`src/rtl/ps2_scan_sequencer.sv`:
```
// Purpose: turn PS/2 Set-2 scan bytes (E0/F0/E1 prefixes) into single key events, buffered in a FIFO.
// Latency: the byte completing an event is written at edge N; head visible after N when FIFO was empty.
// Backpressure: valid/ready pop; a push into a full FIFO without a same-cycle pop is dropped and sets sticky overflow.
// Optional macro PS2_SEQ_TIMEOUT_EN: enables the stalled-prefix abort counter (timeout tied low otherwise).
`timescale 1ns/1ps

module ps2_scan_sequencer #(
  parameter int FIFO_DEPTH     = 4,
  parameter int TIMEOUT_CYCLES = 100000
) (
  input  logic                          clock_fpga,
  input  logic                          reset,
  input  logic [7:0]                    code_in,
  input  logic                          code_valid,
  output logic                          ev_valid,
  input  logic                          ev_ready,
  output logic [7:0]                    ev_code,
  output logic                          ev_ext,
  output logic                          ev_break,
  output logic                          ev_pause,
  output logic [$clog2(FIFO_DEPTH):0]   fifo_count,
  output logic                          overflow,
  input  logic                          clr_overflow,
  output logic                          timeout
);

  localparam int AW = $clog2(FIFO_DEPTH);
  localparam int CW = AW + 1;

  typedef struct packed {
    logic [7:0] code;
    logic       ext;
    logic       brk;
    logic       pause;
  } ev_t;

  typedef enum logic [2:0] {IDLE, EXT, BRK, EXT_BRK, PAUSE} state_t;

  state_t         state;
  logic [2:0]     pause_cnt;
  logic           push;
  ev_t            push_ev;
  logic           pop;
  logic           full;
  logic           push_ok;
  logic           ovf_set;
  logic           to_fire;

  ev_t            mem [FIFO_DEPTH];
  ev_t            head;
  logic [AW-1:0]  wr_ptr;
  logic [AW-1:0]  rd_ptr;
  logic [CW-1:0]  count;

  // Decide whether the incoming byte completes an event, and what that event is
  always_comb begin
    push    = 1'b0;
    push_ev = '0;
    if (code_valid) begin
      case (state)
        IDLE: begin
          case (code_in)
            8'hE0, 8'hF0, 8'hE1,
            8'h00, 8'hFF, 8'hAA, 8'hFA, 8'hEE, 8'hFE: push = 1'b0;
            default: begin
              push    = 1'b1;
              push_ev = '{code: code_in, ext: 1'b0, brk: 1'b0, pause: 1'b0};
            end
          endcase
        end
        EXT: begin
          // F0 and a repeated E0 keep the sequence open; 12 is the fake shift
          if (code_in != 8'hF0 && code_in != 8'hE0 && code_in != 8'h12) begin
            push    = 1'b1;
            push_ev = '{code: code_in, ext: 1'b1, brk: 1'b0, pause: 1'b0};
          end
        end
        BRK: begin
          push    = 1'b1;
          push_ev = '{code: code_in, ext: 1'b0, brk: 1'b1, pause: 1'b0};
        end
        EXT_BRK: begin
          if (code_in != 8'h12) begin
            push    = 1'b1;
            push_ev = '{code: code_in, ext: 1'b1, brk: 1'b1, pause: 1'b0};
          end
        end
        PAUSE: begin
          // The last of the seven trailing bytes yields the single Pause event
          if (pause_cnt <= 3'd1) begin
            push    = 1'b1;
            push_ev = '{code: 8'h77, ext: 1'b0, brk: 1'b0, pause: 1'b1};
          end
        end
        default: push = 1'b0;
      endcase
    end
  end

  // Prefix sequencer; a timeout abort takes priority only when no byte arrives that cycle
  always_ff @(posedge clock_fpga or negedge reset) begin
    if (!reset) begin
      state     <= IDLE;
      pause_cnt <= 3'd0;
    end else if (to_fire) begin
      state     <= IDLE;
      pause_cnt <= 3'd0;
    end else if (code_valid) begin
      case (state)
        IDLE: begin
          if (code_in == 8'hE0) begin
            state <= EXT;
          end else if (code_in == 8'hF0) begin
            state <= BRK;
          end else if (code_in == 8'hE1) begin
            state     <= PAUSE;
            pause_cnt <= 3'd7;
          end
        end
        EXT: begin
          if (code_in == 8'hF0) begin
            state <= EXT_BRK;
          end else if (code_in != 8'hE0) begin
            state <= IDLE;
          end
        end
        BRK:     state <= IDLE;
        EXT_BRK: state <= IDLE;
        PAUSE: begin
          if (pause_cnt <= 3'd1) begin
            state     <= IDLE;
            pause_cnt <= 3'd0;
          end else begin
            pause_cnt <= pause_cnt - 3'd1;
          end
        end
        default: state <= IDLE;
      endcase
    end
  end

`ifdef PS2_SEQ_TIMEOUT_EN
  localparam int TW = (TIMEOUT_CYCLES > 1) ? $clog2(TIMEOUT_CYCLES) : 1;

  logic [TW-1:0] to_cnt;

  assign to_fire = (state != IDLE) && !code_valid && (to_cnt == TW'(TIMEOUT_CYCLES - 1));

  // Idle-cycle counter inside a partial sequence, plus the one-cycle abort pulse
  always_ff @(posedge clock_fpga or negedge reset) begin
    if (!reset) begin
      to_cnt  <= '0;
      timeout <= 1'b0;
    end else begin
      timeout <= to_fire;
      if (code_valid || state == IDLE || to_fire) begin
        to_cnt <= '0;
      end else begin
        to_cnt <= to_cnt + TW'(1);
      end
    end
  end
`else
  logic unused_timeout_cfg;

  assign unused_timeout_cfg = ^TIMEOUT_CYCLES;
  assign to_fire            = 1'b0;
  assign timeout            = 1'b0;
`endif

  assign full     = (count == CW'(FIFO_DEPTH));
  assign ev_valid = (count != '0);
  assign pop      = ev_valid & ev_ready;
  assign push_ok  = push & (~full | pop);
  assign ovf_set  = push & full & ~pop;

  // Event storage; contents need no reset because count gates every read
  always_ff @(posedge clock_fpga) begin
    if (push_ok) begin
      mem[wr_ptr] <= push_ev;
    end
  end

  // Pointers, occupancy and the registered show-ahead head
  always_ff @(posedge clock_fpga or negedge reset) begin
    if (!reset) begin
      wr_ptr <= '0;
      rd_ptr <= '0;
      count  <= '0;
      head   <= '0;
    end else begin
      if (push_ok) begin
        wr_ptr <= wr_ptr + AW'(1);
      end
      if (pop) begin
        rd_ptr <= rd_ptr + AW'(1);
      end
      case ({push_ok, pop})
        2'b10:   count <= count + CW'(1);
        2'b01:   count <= count - CW'(1);
        default: count <= count;
      endcase
      // Head moves on pop, or loads directly when an empty FIFO receives a push
      if (pop) begin
        if (count > CW'(1)) begin
          head <= mem[rd_ptr + AW'(1)];
        end else if (push_ok) begin
          head <= push_ev;
        end
      end else if (count == '0 && push_ok) begin
        head <= push_ev;
      end
    end
  end

  // Sticky overflow; a same-cycle drop beats the clear
  always_ff @(posedge clock_fpga or negedge reset) begin
    if (!reset) begin
      overflow <= 1'b0;
    end else if (ovf_set) begin
      overflow <= 1'b1;
    end else if (clr_overflow) begin
      overflow <= 1'b0;
    end
  end

  assign ev_code    = head.code;
  assign ev_ext     = head.ext;
  assign ev_break   = head.brk;
  assign ev_pause   = head.pause;
  assign fifo_count = count;

endmodule

```
`config.mk`:
```
export PLATFORM = sky130hd
export DESIGN_NAME = ps2_scan_sequencer
export DESIGN_NICKNAME = d
export VERILOG_FILES = /design/src/rtl/ps2_scan_sequencer.sv
export SDC_FILE = /design/constraint.sdc
export NUM_CORES = 1
export LEC_CHECK = 0
export ABC_AREA = 1
export BUFFER_PORTS_ARGS = -buffer_cell sky130_fd_sc_hd__buf_2
export CORE_MARGIN = 2
export CORE_UTILIZATION = 50
export CTS_BUF_LIST = sky130_fd_sc_hd__clkbuf_16
export DETAILED_ROUTE_END_ITERATION = 10
export PLACE_DENSITY = 0.69
export SYNTH_ARGS = -nofsm -noshare
export SYNTH_HDL_FRONTEND = slang
export SYNTH_SLANG_ARGS = --single-unit
```
`constraint.sdc`:
```
create_clock -name clock_fpga -period 2.4 [get_ports clock_fpga]
set_input_delay 0.72 -clock clock_fpga [delete_from_list [all_inputs] [get_ports clock_fpga]]
set_output_delay 0.72 -clock clock_fpga [all_outputs]
set_load 0.05 [all_outputs]
```
==> impl_results.md <==
* Status: complete, no violations
* Cell Chain, Critical Path: inv_1 -> ha_1 -> a21oi_2 -> nor2_1 -> nand2_2 -> nand2_2 -> nor2_4 -> nand2_4 -> nand3_1 -> nor2_1 -> buf_4
* Post-synth EDFFs at 44
* Reg2reg start: pause_cnt[1]
* Slowest cell delay on critical path at 350 ps
* Yosys warning count at 0
* Delay-heaviest family, CP: simple AND/OR/NAND/NOR gates
* DRC errors left at 0
* Final min period at 2191 ps
* WHS at 409.2 ps
* PwrDens at 1391 nW/um^2
* CP startpoint kind: flip-flop
* Syn Nets at 404
* Pleak at 1.988 nW
* Initial Util at 51.59%
* R2r worst-path depth at 11
* CP endpoint kind: flip-flop
* Post-CTS Setup Bufs at 0
* Share of the yosys chip area belonging to registers at 55.85%
* CTS H-tree lvls at 3
* CTS tree: yes
* DRT antenna net count at 0
* Period utilization at 91.29%
* Max Fclk at 0.4564 GHz
* NumNets Final at 444
* Most frequent cells in the layout: 109 x nand2_1, 44 x edfxtp_1, 35 x inv_1
* Post-CTS sizing at 0
* Initial antenna violation count at 0
* Clk sinks at 69
* DRT Pass-1 Iters at 4
* Most common cell after layout, fill and taps aside: nand2_1
* Slew margin rel. at 58.49%
* Worst vdd ir at 0.6069 mV
* Initial DRC count at 201
* Final Util at 60.67%
* Worst R2R End: mem[2][8]
* Syn Std Cell Area at 3486 um^2
* Final Power at 5.702 mW
* Area Growth Syn to Fin at 17.59%
* Skew-Pair Late Insertion Delay at 330 ps
* Max Slew Vio Count at 0
* Die area at 7655 um^2
* Post-synth top flop: edfxtp_1
* Global route overflow at 0
* Number of buffers created by CTS at 9
* Clk slew on worst S/H paths at 60 ps
* FILL cells at 566
* Setup_tns at 0 ps
* Final Setup Violations at 0
* Via count at 2634
* Worst Path Arrival at 2220 ps
* FF+latch count, synth at 69
* Hold-fix buffers at CTS at 0
* Vias in the first global route at 2459
* Gr usage total at 21.13%
* Critical path required time at 2430 ps
* Port bufs at 28
* Top post-synthesis cells by area: edfxtp_1 38%, dfrtp_1 18%, nand2_1 12%, inv_1 3.8%, nor2_1 3.7%
* CP Buf/Inv Count at 2
* Post-Syn Area per Cell at 9.149 um^2
* CTS Buffer Depth at 2
* Crit Path Category: reg -> reg
* Layout cells sized above 1 at 19.01%
* Top-level I/O count at 30
* CP max stage cell: dfrtp_1
* Antenna diodes at 0
* CP max FO at 8
* DIE HEIGHT at 87.50 um
* R2R setup slack at 210 ps
* Non-filler instance count after layout at 506
* Final WL at 7388 um
* Synth Instances at 381
* Dpl cells at 490
* Core area at 6756 um^2
* Standard-cell rows at 30
* Routability Congestion at 0.9030
* Largest net degree at the start of global routing at 26
* Max-capacitance violation count at 0
* Drt wl/cell at 14.60 um
* Die width at 87.50 um
* Setup repair after global routing missed its margin: false
* Clock Skew at 7.113 ps
* First-pass GRT wire length at 12070 um
* Endpoints failing hold at 0
* Worst-margin pin slew at 622.7 ps
* Root buffer cell: clkbuf_16
* Hold WC Path Type: in -> async
* Leading area contributor after synthesis: edfxtp_1
* Drt via density at 5.206
* Hpwl dp at 5272 um
* Netlist cell types at 34
* Post-synthesis async set-or-reset flop share at 36.23%
* Synth top area share at 37.90%
-- power by group --
group	total, mW	switching (mW)	internal, mW
sequential	1.82	0.184	1.63
clock	1.51	0.494	1.02
combinational	2.37	1.66	0.709
total	5.70	2.34	3.36
-- sequential cells by signal, summed over array words and instances (netlist names) --
name and cells:
ev_pause 1, wr_ptr 2, fifo_count 3, state 3, ev_break 1, mem 44, rd_ptr 2, pause_cnt 3
ev_ext 1, ev_code 8, overflow 1
-- cell type report --
cell class	count	area, um^2	area share (%)
clock inverters	7	121.4	2.961
well taps	80	100.1	2.442
inverters	48	180.2	4.396
clock buffers	9	225.2	5.495
multi-input cells	255	1309	31.93
flip-flops and latches	69	1948	47.53
repair buffers	38	215.2	5.250
-- stage by stage --
step / instance area [um^2] / worst slack (ps)
2_1_floorplan: 3490 / -31.74
3_3_place_gp: 3752 / -1.429
3_5_place_dp: 3752 / -18.92
4_1_cts: 4099 / 211.0
5_1_grt: 4099 / 31.65
6_report: 4099 / 209.1
-- how the worst max path moves through the flow --
stage	from	to	slack [ps]	cells after the start
4_1_cts	pause_cnt[1]	mem[1][3]	210	11
3_3_place_gp	code_in[0]	mem[0][2]	-1	12
3_5_place_dp	code_in[0]	mem[1][2]	-20	12
5_1_grt	pause_cnt[1]	mem[0][9]	30	11
2_1_floorplan	code_valid	mem[0][0]	-30	4
6_report	pause_cnt[1]	mem[2][8]	210	11
-- metal layers --
metal	track usage, %	share of wire, %	vias up
li1	-	-	1333
met1	26.39	44	1231
met2	36.23	51	59
met3	4.550	3.3	11
met4	7.273	1.7	0
met5	0	0	-
-- logic make-up (layout without fill, tap and decap cells) --
group | after synthesis | in the layout | synth area share, %
and+or+nand+nor | 185 | 185 | 22.76
DFF | 69 | 69 | 55.85
buffers and inverters | 57 | 102 | 6.676
AOI/OAI and AO/OA | 55 | 55 | 10.01
adders and majority gates | 10 | 10 | 3.589
xor gates and xnor gates | 4 | 4 | 1.005
other | 1 | 1 | 0.1076
-- cells in the mapped netlist, drive strengths merged (2+ instances only) --
| library cell | instances |
|---|---|
| nand3 | 25 |
| nor3 | 2 |
| inv | 46 |
| ha | 10 |
| clkbuf | 3 |
| edfxtp | 44 |
| o21ai | 23 |
| a21oi | 8 |
| nor2 | 38 |
| o22ai | 2 |
| clkinv | 2 |
| dfrtp | 25 |
| a22o | 10 |
| nand4 | 2 |
| nand2 | 117 |
| buf | 6 |
| a211oi | 3 |
| xor2 | 4 |
| a22oi | 5 |
Power figures use the tool's default switching activity.
